===== config.mk =====
export PLATFORM = sky130hd
export DESIGN_NAME = rom_loader
export DESIGN_NICKNAME = d
export VERILOG_FILES = /design/src/rtl/rom_loader_pkg.sv /design/src/rtl/rom_loader_csum.sv /design/src/rtl/rom_loader.sv
export SDC_FILE = /design/constraint.sdc
export NUM_CORES = 1
export LEC_CHECK = 0
export ABC_AREA = 1
export CAP_MARGIN = 20
export CORE_MARGIN = 2
export CORE_UTILIZATION = 53
export CTS_CLUSTER_DIAMETER = 80
export DETAILED_ROUTE_END_ITERATION = 7
export HOLD_SLACK_MARGIN = 0.03
export PLACE_DENSITY = 0.93
export SYNTH_ARGS = -nofsm -noshare
export SYNTH_HDL_FRONTEND = slang
export SYNTH_SLANG_ARGS = --single-unit

===== constraint.sdc =====
create_clock -name clk -period 2.6 [get_ports clk]
set_clock_uncertainty 0.15 [all_clocks]
set_input_delay 0.26 -clock clk [delete_from_list [all_inputs] [get_ports clk]]
set_output_delay 0.26 -clock clk [all_outputs]
set_load 0.05 [all_outputs]

===== src/rtl/rom_loader_pkg.sv =====
// Shared types for the ROM loader.
//   state_t : loader FSM state encoding
//   STATE_W : width of the state encoding
package rom_loader_pkg;

   localparam int STATE_W = 3;

   typedef enum logic [STATE_W-1:0] {
      IDLE  = 3'd0,
      FETCH = 3'd1,
      LATCH = 3'd2,
      WRITE = 3'd3,
      DONE  = 3'd4
   } state_t;

endpackage


===== src/rtl/rom_loader_csum.sv =====
// Running additive checksum over acknowledged write data. Wraps modulo
// 2^DATA_WIDTH.
// Ports:
//   clk, rst : clock, async active-high reset
//   clr      : clear the sum (takes priority over en)
//   en       : add data into the sum this cycle
//   data     : word to accumulate
//   sum      : current checksum
module rom_loader_csum #(
   parameter int DATA_WIDTH = 8
) (
   input  logic                  clk,
   input  logic                  rst,
   input  logic                  clr,
   input  logic                  en,
   input  logic [DATA_WIDTH-1:0] data,
   output logic [DATA_WIDTH-1:0] sum
);

   always_ff @(posedge clk or posedge rst) begin
      if (rst) begin
         sum <= '0;
      end else if (clr) begin
         sum <= '0;
      end else if (en) begin
         sum <= sum + data;
      end
   end

endmodule


===== src/rtl/rom_loader.sv =====
// Boot-time copy engine: reads ROM words 0..LENGTH-1 through a registered
// synchronous ROM and writes each to DST_BASE+index over a req/ack port.
// Optional feature: define ROM_LOADER_CHECKSUM_EN to build the checksum
// accumulator; otherwise checksum is tied to zero.
//
// State table:
//   state | meaning
//   IDLE  | waiting for start
//   FETCH | rom_cs high, rom_addr = index
//   LATCH | ROM data valid, captured into wr_data, wr_addr computed
//   WRITE | wr_req high, waiting for wr_ack
//   DONE  | one-cycle done pulse
//
// Ports:
//   clk, rst           : clock, async active-high reset
//   start              : begin a copy (ignored unless IDLE)
//   busy, done         : copy in progress / completion pulse
//   rom_cs, rom_addr   : ROM read port
//   rom_data           : registered ROM output
//   wr_req, wr_addr,
//   wr_data, wr_ack    : destination write handshake
//   checksum           : sum of written words
module rom_loader
   import rom_loader_pkg::*;
#(
   parameter int ROM_AW     = 16,
   parameter int DST_AW     = 16,
   parameter int DATA_WIDTH = 8,
   parameter int LENGTH     = 1024,
   parameter int DST_BASE   = 0
) (
   input  logic                  clk,
   input  logic                  rst,
   input  logic                  start,
   output logic                  busy,
   output logic                  done,
   output logic                  rom_cs,
   output logic [ROM_AW-1:0]     rom_addr,
   input  logic [DATA_WIDTH-1:0] rom_data,
   output logic                  wr_req,
   output logic [DST_AW-1:0]     wr_addr,
   output logic [DATA_WIDTH-1:0] wr_data,
   input  logic                  wr_ack,
   output logic [DATA_WIDTH-1:0] checksum
);

   // One extra index bit so LENGTH = 2^ROM_AW still has a representable last index.
   localparam int                IDX_W    = ROM_AW + 1;
   localparam bit                EMPTY    = (LENGTH == 0);
   localparam logic [IDX_W-1:0]  LAST_IDX = EMPTY ? '0 : IDX_W'(LENGTH - 1);
   localparam logic [DST_AW-1:0] BASE     = DST_AW'(DST_BASE);

   state_t           state, state_nxt;
   logic [IDX_W-1:0] idx;
   logic             start_acc;
   logic             wr_fire;
   logic             last_word;

   assign start_acc = (state == IDLE) && start;
   assign wr_fire   = (state == WRITE) && wr_ack;
   assign last_word = (idx == LAST_IDX);
   assign rom_addr  = idx[ROM_AW-1:0];

   always_ff @(posedge clk or posedge rst) begin
      if (rst) begin
         state <= IDLE;
      end else begin
         state <= state_nxt;
      end
   end

   always_comb begin
      state_nxt = state;
      busy      = 1'b0;
      done      = 1'b0;
      rom_cs    = 1'b0;
      wr_req    = 1'b0;
      case (state)
         IDLE: begin
            if (start) begin
               state_nxt = EMPTY ? DONE : FETCH;
            end
         end
         FETCH: begin
            busy      = 1'b1;
            rom_cs    = 1'b1;
            state_nxt = LATCH;
         end
         LATCH: begin
            busy      = 1'b1;
            state_nxt = WRITE;
         end
         WRITE: begin
            busy   = 1'b1;
            wr_req = 1'b1;
            if (wr_ack) begin
               state_nxt = last_word ? DONE : FETCH;
            end
         end
         DONE: begin
            done      = 1'b1;
            state_nxt = IDLE;
         end
         default: state_nxt = IDLE;
      endcase
   end

   always_ff @(posedge clk or posedge rst) begin
      if (rst) begin
         idx     <= '0;
         wr_addr <= '0;
         wr_data <= '0;
      end else begin
         if (start_acc) begin
            idx <= '0;
         end else if (wr_fire && !last_word) begin
            idx <= idx + 1'b1;
         end
         // Address and data are only loaded here, so they hold through WRITE stalls.
         if (state == LATCH) begin
            wr_data <= rom_data;
            wr_addr <= BASE + DST_AW'(idx);
         end
      end
   end

`ifdef ROM_LOADER_CHECKSUM_EN
   rom_loader_csum #(
      .DATA_WIDTH(DATA_WIDTH)
   ) u_csum (
      .clk  (clk),
      .rst  (rst),
      .clr  (start_acc),
      .en   (wr_fire),
      .data (wr_data),
      .sum  (checksum)
   );
`else
   assign checksum = '0;
`endif

endmodule


## Word-level counts from Yosys, hierarchy flattened

Cells that the tools add are included.
W data, S select, Z words.

| word-level totals | value |
|---|---|
| bits in registers | 44 |
| input port bits | 12 |
| output and inout port bits | 52 |
| word-level logic and storage cells | 30 |

| cells by class | value |
|---|---|
| $add $sub $neg | 1 |
| eq/ne operators | 7 |
| muxes and demuxes | 10 |
| reductions and logical operators | 8 |

Operators by type and width:

| operator | number |
|---|---|
| $mux W17 | 2 |
| $add A17 B1 Y17 const B | 1 |
| $eq A17 B10 Y1 const B | 1 |
| $pmux W3 S4 | 1 |
| $mux W3 | 3 |
| $eq A3 B2 Y1 const B | 2 |
| $mux W1 | 4 |
| $ne A2 B2 Y1 const B | 2 |
| $eq A3 B1 Y1 const B | 1 |
| $eq A3 B3 Y1 const B | 1 |
| $logic_and A1 B1 Y1 | 3 |
| $logic_not A3 Y1 | 1 |
| $reduce_or A3 Y1 | 1 |
| $reduce_and A2 Y1 | 1 |
| $reduce_bool A2 Y1 | 1 |
| $logic_not A1 Y1 | 1 |

## Depth between registers and ports, before layout

| logic depth | value |
|---|---|
| depth in word-level cells | 5 |
| depth in mapped cells | 11 |
| depth with buffers taken out | 10 |

## Worst setup path before layout

Ideal clock, no wire load.

| path | value |
|---|---|
| kind | flip-flop to output port |
| start | register state[1] |
| end | output port done |
| arrival time | 1.572 ns |
| required time | 2.190 ns |
| setup slack | 0.618 ns |
| cell stages (with the launch flop) | 3 |
| buffers on the path | 1 |
| path through | dfrtp_1 clkbuf_2 nor3_1 |

| on the way | value |
|---|---|
| word-level cells in the longest chain between the ends | 2 |

Ends and longest elaborated chain:

| element | RTL line | RTL |
|---|---|---|
| start, declared | rom_loader.sv:53 | `state_t state, state_nxt;` |
| start signal, assigned | rom_loader.sv:68 | `state <= state_nxt;` |
| $eq A3 B3 Y1 | rom_loader.sv:78 | `case (state)` |
| $mux W1 | rom_loader.sv:78 |  |
| end, declared | rom_loader.sv:36 | `output logic done,` |

Every way passes these cells.

## Final worst setup path

| path | value |
|---|---|
| start | register state[2] |
| end | output port wr_req |

| on the way | value |
|---|---|
| word-level cells in the longest chain between the ends | 2 |

Ends and longest elaborated chain:

| element | RTL line | RTL |
|---|---|---|
| $eq A3 B2 Y1 | rom_loader.sv:78 |  |
| $mux W1 | rom_loader.sv:78 |  |
| end, declared | rom_loader.sv:40 | `output logic wr_req,` |

Every way passes these cells.

==> results.cfg <==
[cells_and_area]
design_area_um2 = 3018
fin_util_pct = 65.19
syn2layout_area_growth_pct = 20.18
fin_nets = 336
antenna_cells = 0
drive_gt1_share_pct = 16.05
layout_commonest_cell = nand2_1
layoutNonFillerInstCount = 378
mostFrequentLayoutCells = nand2_1, clkdlybuf4s50_1, dfrtp_1, nand3_1, nor2_1

[cts]
cts_inserted_buffers = 5
path_clk_slew_ps = 80
clk_latency_ps = 300
htreeDepth = 2
cts_buffer_depth = 2
postCtsSetupBuffers = 0
clock_sinks = 44
cts_tree = yes
root_buffer = clkbuf_8
hold_buffers = 0
post_cts_resized = 0

[power_and_ir_drop]
p_per_area_nw_per_um2 = 888.3
p_clk_share_pct = 16.5
p_sw_share_pct = 45.80
power_frac_comb_pct = 49.1
p_leak_nw = 1.426
ir_worst_vdd_mv = 0.6460
net-switching-power_w = 0.001228
p_int_w = 0.001453
seq_power_share_pct = 34.4

[floorplan]
ios = 64
initial_core_util_pct = 54.24
die_area_um2 = 5305
core-area_um2 = 4629
fp-row-count = 25
die_h_um = 72.84
die_x_um = 72.84

[worst_setup_path]
crit_path_start = state[2]
cp_num_cells = 6
crit_required_ps = 2190
crit_fanout = 4
critical-path-top-delay-family = buffers and inverters
critical_path_class = reg -> out
timing.rr.end = idx[12]
path_cells = inv_1 -> nand2_1 -> inv_2 -> nand2_1 -> inv_1 -> clkdlybuf4s50_1
rrSetupSlack_ps = 750
crit_slowest_cell = clkdlybuf4s50_1
cp.buffers_inverters = 4
crit_path_end_kind = output port
reg2reg_from = idx[0]
setup.worst_path.start_class = flip-flop
reg2reg_depth = 10
cp.arrival_ps = 1940
cp_slowest_stage_delay_ps = 800

[place]
post_dp_cell_area_um2 = 2925
post-place-ws_ps = 590.9
place_congestion = 0.8910
port_buffers = 55
placedCellCount = 370
dp_hpwl_um = 3620

[timing]
setup_slack_ps = 247.9
rsz0062_at_grt = false
fmax_mhz = 425.2
setup_viol = 0
slew_headroom_pct = 54.88
tns_ps = 0
tightest_slew_ps = 674.4
period_share_pct = 90.47
layout_min_cycle_time_ps = 2352
slew_viol_final = 0
hold_viol = 0

[flow_run]
drv_cap = 0

[global_routing]
grt_pass1_vias = 1760
grt_pass1_wl_um = 8073
antenna_found_initial = 0
grtUsageTotal_pct = 19.80
grt_max_degree = 37
grt_overflow_total = 0

[synthesis]
ys_warn_count = 0
syn_area_um2 = 2511
syn-instance-count = 285
ys_seq_area_share_pct = 43.85
ys_ff_latch = 44
avgSynthCellArea_um2 = 8.811
ys_types = 32

[routing]
antenna_left = 0
drt_first_pass_iters = 4
routed-via-count = 1938
drt_iter0_markers = 161
routed_wl_um = 4865
drc = 0
viasPerCell = 5.127
wl_per_cell_um = 12.87

[status]
outcome = finished, final reports clean

[worst_hold_path]
hp-class = in -> async
## state kept, by name, indices dropped and copies added, names as in the netlist
signal	cells
idx	17
wr_addr	16
wr_data	8
state	3
## stage by stage
stage | power [W] | hold slack, ps
CTS | 0.002700 | 141.5
floorplan | 0.001959 | 260.5
global placement | 0.002219 | 318.7
detailed placement | 0.002261 | 323.1
global route | 0.002821 | 172.0
finish | 0.002681 | 122.7
## layout make-up
type / instances / area, um^2
tap: 54 / 67.56
clock inverter: 2 / 10.01
inverter: 22 / 88.84
multi-input combinational: 192 / 1097
timing repair buffer: 58 / 570.5
sequential: 44 / 1101
clock buffer: 6 / 82.58
fill: 382 / 1612
## cell families after synthesis
logic type      count (synthesis)  synth area share, %
mux                            14                6.278
fa+ha+maj                       1               0.4982
xor+xnor                        7                2.442
other cells                     1               0.1493
buf+inv                        56                13.50
flops                          44                43.85
compound gates                 14                2.790
simple gates                  148                30.49
## synthesized netlist by cell type (all sizes together)
library cell,number,area (um^2)
a21oi,1,5.000
buf,30,234.0
clkbuf,4,16.26
clkinv,2,8.750
conb,1,3.750
dfrtp,44,1101
ha,1,12.51
inv,20,80.08
mux2,14,157.7
nand2,67,292.8
nand3,37,220.2
nand3b,6,56.30
nand4,5,31.28
nor2,28,135.1
nor3,3,15.01
nor4,1,6.260
o21ai,13,65.06
or3b,1,8.760
xor2,7,61.31
## worst reg2reg max path, stage by stage (launching register included)
cell and delay (ps):
dfrtp_1 420, ha_1 270, nand2_2 100, nor2_4 190, nand2_4 90, clkinv_2 60, nand2_4 70, nand2_8 140
inv_6 100, nand3b_1 100, nand2_1 60
## metal layers
metal / up-vias / wire (um) / GRT usage (%)
met2: 56 / 2431 / 34.04
met5: - / 0 / 0
met4: 0 / 74 / 7.407
li1: 970 / - / -
met1: 906 / 2078 / 23.62
met3: 6 / 280 / 5.387
## worst max-delay path by stage
stage                         to
after floorplan             done
after global placement    wr_req
after detailed placement  wr_req
after CTS                 wr_req
after global routing      wr_req
final                     wr_req
## power by group through the flow
stage	combinational, W	clock, W	sequential, W
after floorplan	0.000747	0	0.00121
after detailed placement	0.00133	0	0.000936
after global placement	0.00130	0	0.000921
after global routing	0.00140	0.000481	0.000940
after CTS	0.00133	0.000450	0.000923
final	0.00132	0.000442	0.000923
Note: power is estimated with default switching activity, not from simulation.
